<file path="src/rtl/div_pkg.sv">
// Shared types and helpers for the iterative EXE-stage divider.
package div_pkg;

  typedef enum logic [1:0] {
    IDLE,
    CALC,
    DONE
  } div_state_t;

  // Quotient pattern returned for a zero divisor (sliced to WIDTH by users).
  localparam logic [63:0] DIV0_Q = '1;

  // Magnitude of the low w bits of v; only negates when sgn is set and bit w-1 is 1.
  function automatic logic [63:0] abs_w(input logic [63:0] v, input logic [6:0] w,
                                        input logic sgn);
    logic [63:0] mask;
    logic [5:0]  msb;
    mask = (w >= 7'd64) ? '1 : ((64'd1 << w) - 64'd1);
    msb  = 6'(w - 7'd1);
    if (sgn && v[msb]) abs_w = (~v + 64'd1) & mask;
    else               abs_w = v & mask;
  endfunction

endpackage

</file>
<file path="src/rtl/exe_iter_div_step.sv">
// One restoring-division step: shift in the next dividend bit and trial-subtract.
module div_step #(
  parameter int WIDTH = 32
) (
  input  logic [WIDTH-1:0] rem_i,
  input  logic             bit_i,
  input  logic [WIDTH-1:0] dvs_i,
  output logic [WIDTH-1:0] rem_o,
  output logic             q_o
);

  logic [WIDTH:0] shifted;
  logic [WIDTH:0] diff;

  // rem_i < dvs_i always holds, so bit WIDTH of diff is a clean borrow flag.
  assign shifted = {rem_i, bit_i};
  assign diff    = shifted - {1'b0, dvs_i};
  assign q_o     = ~diff[WIDTH];
  assign rem_o   = q_o ? diff[WIDTH-1:0] : shifted[WIDTH-1:0];

endmodule

</file>
<file path="src/rtl/exe_iter_div.sv">
// Iterative signed/unsigned divider with valid/ready handshakes and flush.
//   state | meaning
//   IDLE  | no operation held; accepts operands
//   CALC  | one restoring step per cycle, MSB first
//   DONE  | result registered and presented until consumed
module exe_iter_div
  import div_pkg::*;
#(
  parameter int WIDTH = 32
) (
  input  logic             clk,
  input  logic             resetn,
  input  logic             in_valid,
  output logic             in_ready,
  input  logic             in_signed,
  input  logic [WIDTH-1:0] in_dividend,
  input  logic [WIDTH-1:0] in_divisor,
  input  logic             flush,
  output logic             out_valid,
  input  logic             out_ready,
  output logic [WIDTH-1:0] out_quotient,
  output logic [WIDTH-1:0] out_remainder,
  output logic             busy
);

  localparam int CNT_W = $clog2(WIDTH);
  localparam logic [CNT_W-1:0] LAST_STEP = CNT_W'(WIDTH - 1);

  div_state_t       state_q;
  logic [CNT_W-1:0] cnt_q;
  logic [WIDTH-1:0] dvd_q;
  logic [WIDTH-1:0] dvs_q;
  logic [WIDTH-1:0] rem_q;
  logic             q_neg_q;
  logic             r_neg_q;
  logic [WIDTH-1:0] quo_out_q;
  logic [WIDTH-1:0] rem_out_q;

  logic [WIDTH-1:0] rem_d;
  logic             qbit_d;
  logic [WIDTH-1:0] quo_d;
  logic [WIDTH-1:0] dvd_abs;
  logic [WIDTH-1:0] dvs_abs;
  logic             accept;

  assign in_ready = !flush && (state_q == IDLE || (state_q == DONE && out_ready));
  assign accept   = in_valid && in_ready;

  assign dvd_abs = WIDTH'(abs_w(64'(in_dividend), 7'(WIDTH), in_signed));
  assign dvs_abs = WIDTH'(abs_w(64'(in_divisor), 7'(WIDTH), in_signed));

  // Quotient bits shift into the low end of the dividend register as it empties.
  assign quo_d = {dvd_q[WIDTH-2:0], qbit_d};

  div_step #(.WIDTH(WIDTH)) u_step (
    .rem_i (rem_q),
    .bit_i (dvd_q[WIDTH-1]),
    .dvs_i (dvs_q),
    .rem_o (rem_d),
    .q_o   (qbit_d)
  );

  always_ff @(posedge clk or negedge resetn) begin
    if (!resetn) begin
      state_q   <= IDLE;
      cnt_q     <= '0;
      dvd_q     <= '0;
      dvs_q     <= '0;
      rem_q     <= '0;
      q_neg_q   <= 1'b0;
      r_neg_q   <= 1'b0;
      quo_out_q <= '0;
      rem_out_q <= '0;
    end else if (flush) begin
      state_q <= IDLE;
    end else if (accept) begin
      dvd_q   <= dvd_abs;
      dvs_q   <= dvs_abs;
      rem_q   <= '0;
      cnt_q   <= '0;
      q_neg_q <= in_signed && (in_dividend[WIDTH-1] ^ in_divisor[WIDTH-1]);
      r_neg_q <= in_signed && in_dividend[WIDTH-1];
      if (in_divisor == '0) begin
        state_q   <= DONE;
        quo_out_q <= DIV0_Q[WIDTH-1:0];
        rem_out_q <= in_dividend;
      end else begin
        state_q <= CALC;
      end
    end else begin
      case (state_q)
        CALC: begin
          rem_q <= rem_d;
          dvd_q <= quo_d;
          cnt_q <= cnt_q + 1'b1;
          if (cnt_q == LAST_STEP) begin
            state_q   <= DONE;
            quo_out_q <= q_neg_q ? -quo_d : quo_d;
            rem_out_q <= r_neg_q ? -rem_d : rem_d;
          end
        end
        DONE: begin
          if (out_ready) state_q <= IDLE;
        end
        default: ;
      endcase
    end
  end

  assign out_valid     = (state_q == DONE);
  assign busy          = (state_q != IDLE);
  assign out_quotient  = quo_out_q;
  assign out_remainder = rem_out_q;

endmodule

</file>
<file path="config.mk">
export PLATFORM = sky130hd
export DESIGN_NAME = exe_iter_div
export DESIGN_NICKNAME = d
export VERILOG_FILES = /design/src/rtl/div_pkg.sv /design/src/rtl/exe_iter_div_step.sv /design/src/rtl/exe_iter_div.sv
export SDC_FILE = /design/constraint.sdc
export NUM_CORES = 1
export LEC_CHECK = 0
export CORE_ASPECT_RATIO = 1.1
export CORE_UTILIZATION = 35
export CTS_BUF_LIST = sky130_fd_sc_hd__clkbuf_4 sky130_fd_sc_hd__clkbuf_8
export CTS_CLUSTER_DIAMETER = 50
export DETAILED_ROUTE_END_ITERATION = 10
export GPL_TIMING_DRIVEN = 0
export MAX_ROUTING_LAYER = met4
export PLACE_DENSITY = 0.55
export SKIP_CTS_REPAIR_TIMING = 1
export SLEW_MARGIN = 20
export SYNTH_ARGS = -nofsm -noshare
export SYNTH_HDL_FRONTEND = slang
export SYNTH_HIERARCHICAL = 1
export SYNTH_SLANG_ARGS = --single-unit
</file>
<file path="constraint.sdc">
create_clock -name clk -period 6.3 [get_ports clk]
set_clock_uncertainty 0.05 [all_clocks]
set_input_delay 0.945 -clock clk [delete_from_list [all_inputs] [get_ports clk]]
set_output_delay 0.945 -clock clk [all_outputs]
set_load 0.05 [all_outputs]
</file>
==> reports/metrics.yaml <==
drv_slew: 0
worst_slew_pin_slew_ns: 1.020
start_util_pct: 35.72
synth_area_leader_cell: "dfrtp_1"
vias: 10630
cp-start-kind: "flip-flop"
grt.total_usage_pct: 24.32
cellPowerDensity_nw_per_um2: 432.1
drc: 0
syn_to_final_growth_pct: 20.48
placed_area_sq_um: 13510
antenna_found_initial: 0
ys_types: 74
multiInputGateArea_sq_um: 6823
status: "complete, no violations"
layout-drive-gt1-share_pct: 5.187
finalSetupTns_ns: 0
finalHoldViolCount: 0
r2r-start: "dvd_q[31]"
preCtsSetupSlack_ns: 0.3249
ys_seq_elements: 169
die_area_sq_um: 33770
crit_required_ns: 6.65
clock.fmax_ghz: 0.1673
synth_flop_cell: "dfrtp_1"
grt_use_met2_pct: 42.72
synthTopCellsByArea: "dfrtp_1, xor2_1, o21ai_0"
slew_headroom_pct: 32.03
global_route.usage.met1_pct: 28.85
syn_nets: 1464
period_share_pct: 94.89
grt_pass1_wl_um: 60600
cts_num_sinks: 169
cp_max_fo: 10
async_reset_ff_share_pct: 100.0
use_met3_pct: 2.640
drt-pass1-iter-count: 5
synth_cells: 1355
crit_path_end_kind: "flip-flop"
yosysSeqAreaShare_pct: 36.57
p_sw_w: 0.002798
power_frac_comb_pct: 61.1
r2r_cells: 20
path_clk_slew_ns: 0.10
nFillCells: 3329
fin_area_sq_um: 13930
core_area_sq_um: 32370
ant_nets: 0
synth_edf_count: 0
seqCellArea_sq_um: 4229
swShare_pct: 46.48
finalWeightedCongestion: 0.9232
clockRootBuffer: "clkbuf_8"
r2r-end: "out_remainder[31]"
ir_drop_uv: 240.7
numPortBuffers: 135
fp-row-count: 69
grt_busiest_layer: "met2"
min_period_ns: 5.978
setup_slack_ns: 0.3217
finalSetupViolations: 0
synth.top_cell.area_share_pct: 36.57
cap_viol_max_count: 0
grt_max_degree: 66
synth.avg_cell_area_sq_um: 8.534
leakagePower_nw: 5.741
die_h_um: 192.6
clockBufferDepth: 2
path_class: "reg2reg"
die_w_um: 175.3
nNetsFinal: 1619
syn_area_sq_um: 11560
numCtsBuffers: 17
clock_latency_ns: 0.48
grt-ovfl-total: 0
via_per_inst: 5.450
grt_pass1_vias: 10610
p_int_w: 0.003222
place_hpwl_um: 31550
wl_um: 39370
yosysMostFrequentCell: "dfrtp_1"
hold_class: "in2async"
ff2ff_setup_slack_ns: 0.32
seqPwrFrac_pct: 25.2
wl_per_cell_um: 20.19
yosysWarnings: 6
cts_tree: "yes"
p_clk_share_pct: 13.8
drtIter0Drc: 684
ios: 137
ys_top_cells_by_count: "dfrtp_1, nand2_1, o21ai_0, nor2_1, a21oi_1"
rsz0062_at_grt: "false"
cp.arrival_ns: 6.33
htreeDepth: 4
-- kinds of logic after synthesis --
family,share of synthesized area [%]
simple gates,17.88
compound gates,22.61
flops,36.57
buf+inv,4.620
xor+xnor,10.07
fa+ha+maj,4.285
mux,3.960
-- power groups by stage --
stage               logic [W]  registers (W)  clock network [W]
CTS                   0.00365        0.00151           0.000848
global placement      0.00361        0.00153                  0
global route          0.00403        0.00155           0.000888
finish                0.00368        0.00151           0.000830
detailed placement    0.00364        0.00153                  0
floorplan             0.00277        0.00144                  0
-- routing by layer --
layer  part of all wire (%)  vias up
met2                     50      282
li1                       -     5196
met1                     43     5096
met5                      0        -
met3                    3.5       53
met4                    2.7        0
-- worst max path at each step --
stage | slack (ns) | end | from | cells past startpoint
3_3_place_gp | -3.07 | dvs_q[3] | resetn | 1
5_1_grt | 0.04 | out_remainder[30] | dvd_q[31] | 20
3_5_place_dp | 0.32 | out_remainder[30] | dvd_q[31] | 21
2_1_floorplan | 1.38 | out_remainder[30] | dvd_q[31] | 21
6_report | 0.32 | out_remainder[31] | dvd_q[31] | 20
4_1_cts | 0.28 | out_remainder[30] | dvd_q[31] | 21
-- stage by stage --
| stage | power, W | std cells | hold WS, ns | utilization (%) |
|---|---|---|---|---|
| 4_1_cts | 0.006007 | 1950 | 0.2977 | 42.97 |
| 3_3_place_gp | 0.005136 | 1916 | 0.4151 | 41.54 |
| 5_1_grt | 0.006467 | 1949 | 0.3136 | 43.03 |
| 6_report | 0.006020 | 1950 | 0.3019 | 43.03 |
| 3_5_place_dp | 0.005162 | 1918 | 0.4208 | 41.72 |
| 2_1_floorplan | 0.004212 | 1355 | 0.3959 | - |
-- layout make-up --
cell class	count	area share (%)
inverters	56	1.509
well taps	426	3.826
flip-flops and latches	169	30.35
clock inverters	13	1.105
diodes	1	0.01796
repair buffers	137	10.13
plain buffers	79	2.299
clock buffers	19	1.787
multi-input cells	1050	48.97
-- critical path, cell delays in order, from the launching register on --
cell       delay, ns
dfrtp_1         0.43
inv_1           0.07
ha_1            0.22
fa_1            0.41
and2b_1         0.24
o2111ai_1       0.15
a21oi_2         0.25
o2111ai_1       0.30
a211oi_2        0.31
nor2_2          0.11
mux2i_1         0.24
and2_4          0.21
inv_2           0.09
buf_6           0.18
mux2_4          0.35
nor4_1          0.73
nand3_1         0.47
o41ai_1         0.52
xnor2_1         0.30
nor2_1          0.07
o21ai_0         0.18
-- state kept, by name, summed over array words and instances (netlist names) --
| signal | count |
|---|---|
| rem_q | 32 |
| dvs_q | 32 |
| dvd_q | 32 |
| r_neg_q | 1 |
| cnt_q | 5 |
| out_remainder | 32 |
| out_quotient | 32 |
| q_neg_q | 1 |
| state_q | 2 |
-- placed cells by master, fill, tap and decap left out, types with 6 or more instances in the layout --
| master | n |
|---|---|
| nand2_1 | 136 |
| a21oi_1 | 87 |
| dfrtp_1 | 169 |
| xor2_1 | 73 |
| or3_1 | 11 |
| a22oi_1 | 17 |
| clkbuf_8 | 17 |
| nor2_1 | 112 |
| clkdlybuf4s50_1 | 134 |
| ha_1 | 38 |
| clkinv_2 | 6 |
| a211oi_1 | 13 |
| o41ai_1 | 16 |
| inv_1 | 54 |
| xnor2_1 | 60 |
| nor2b_1 | 7 |
| nor3b_1 | 7 |
| nor3_1 | 32 |
| nor4_1 | 24 |
| mux2_4 | 19 |
| a22o_1 | 33 |
| nand2b_1 | 10 |
| o31ai_1 | 27 |
| a31oi_1 | 20 |
| o21ai_0 | 120 |
| o21ai_1 | 12 |
| a21o_1 | 19 |
| and3_1 | 7 |
| buf_1 | 6 |
| nand4_1 | 12 |
| or4_1 | 15 |
| o211ai_1 | 16 |
| mux2i_1 | 15 |
| nand3_1 | 29 |
| and2_1 | 6 |
| clkbuf_1 | 66 |
Power figures use the tool's default switching activity.
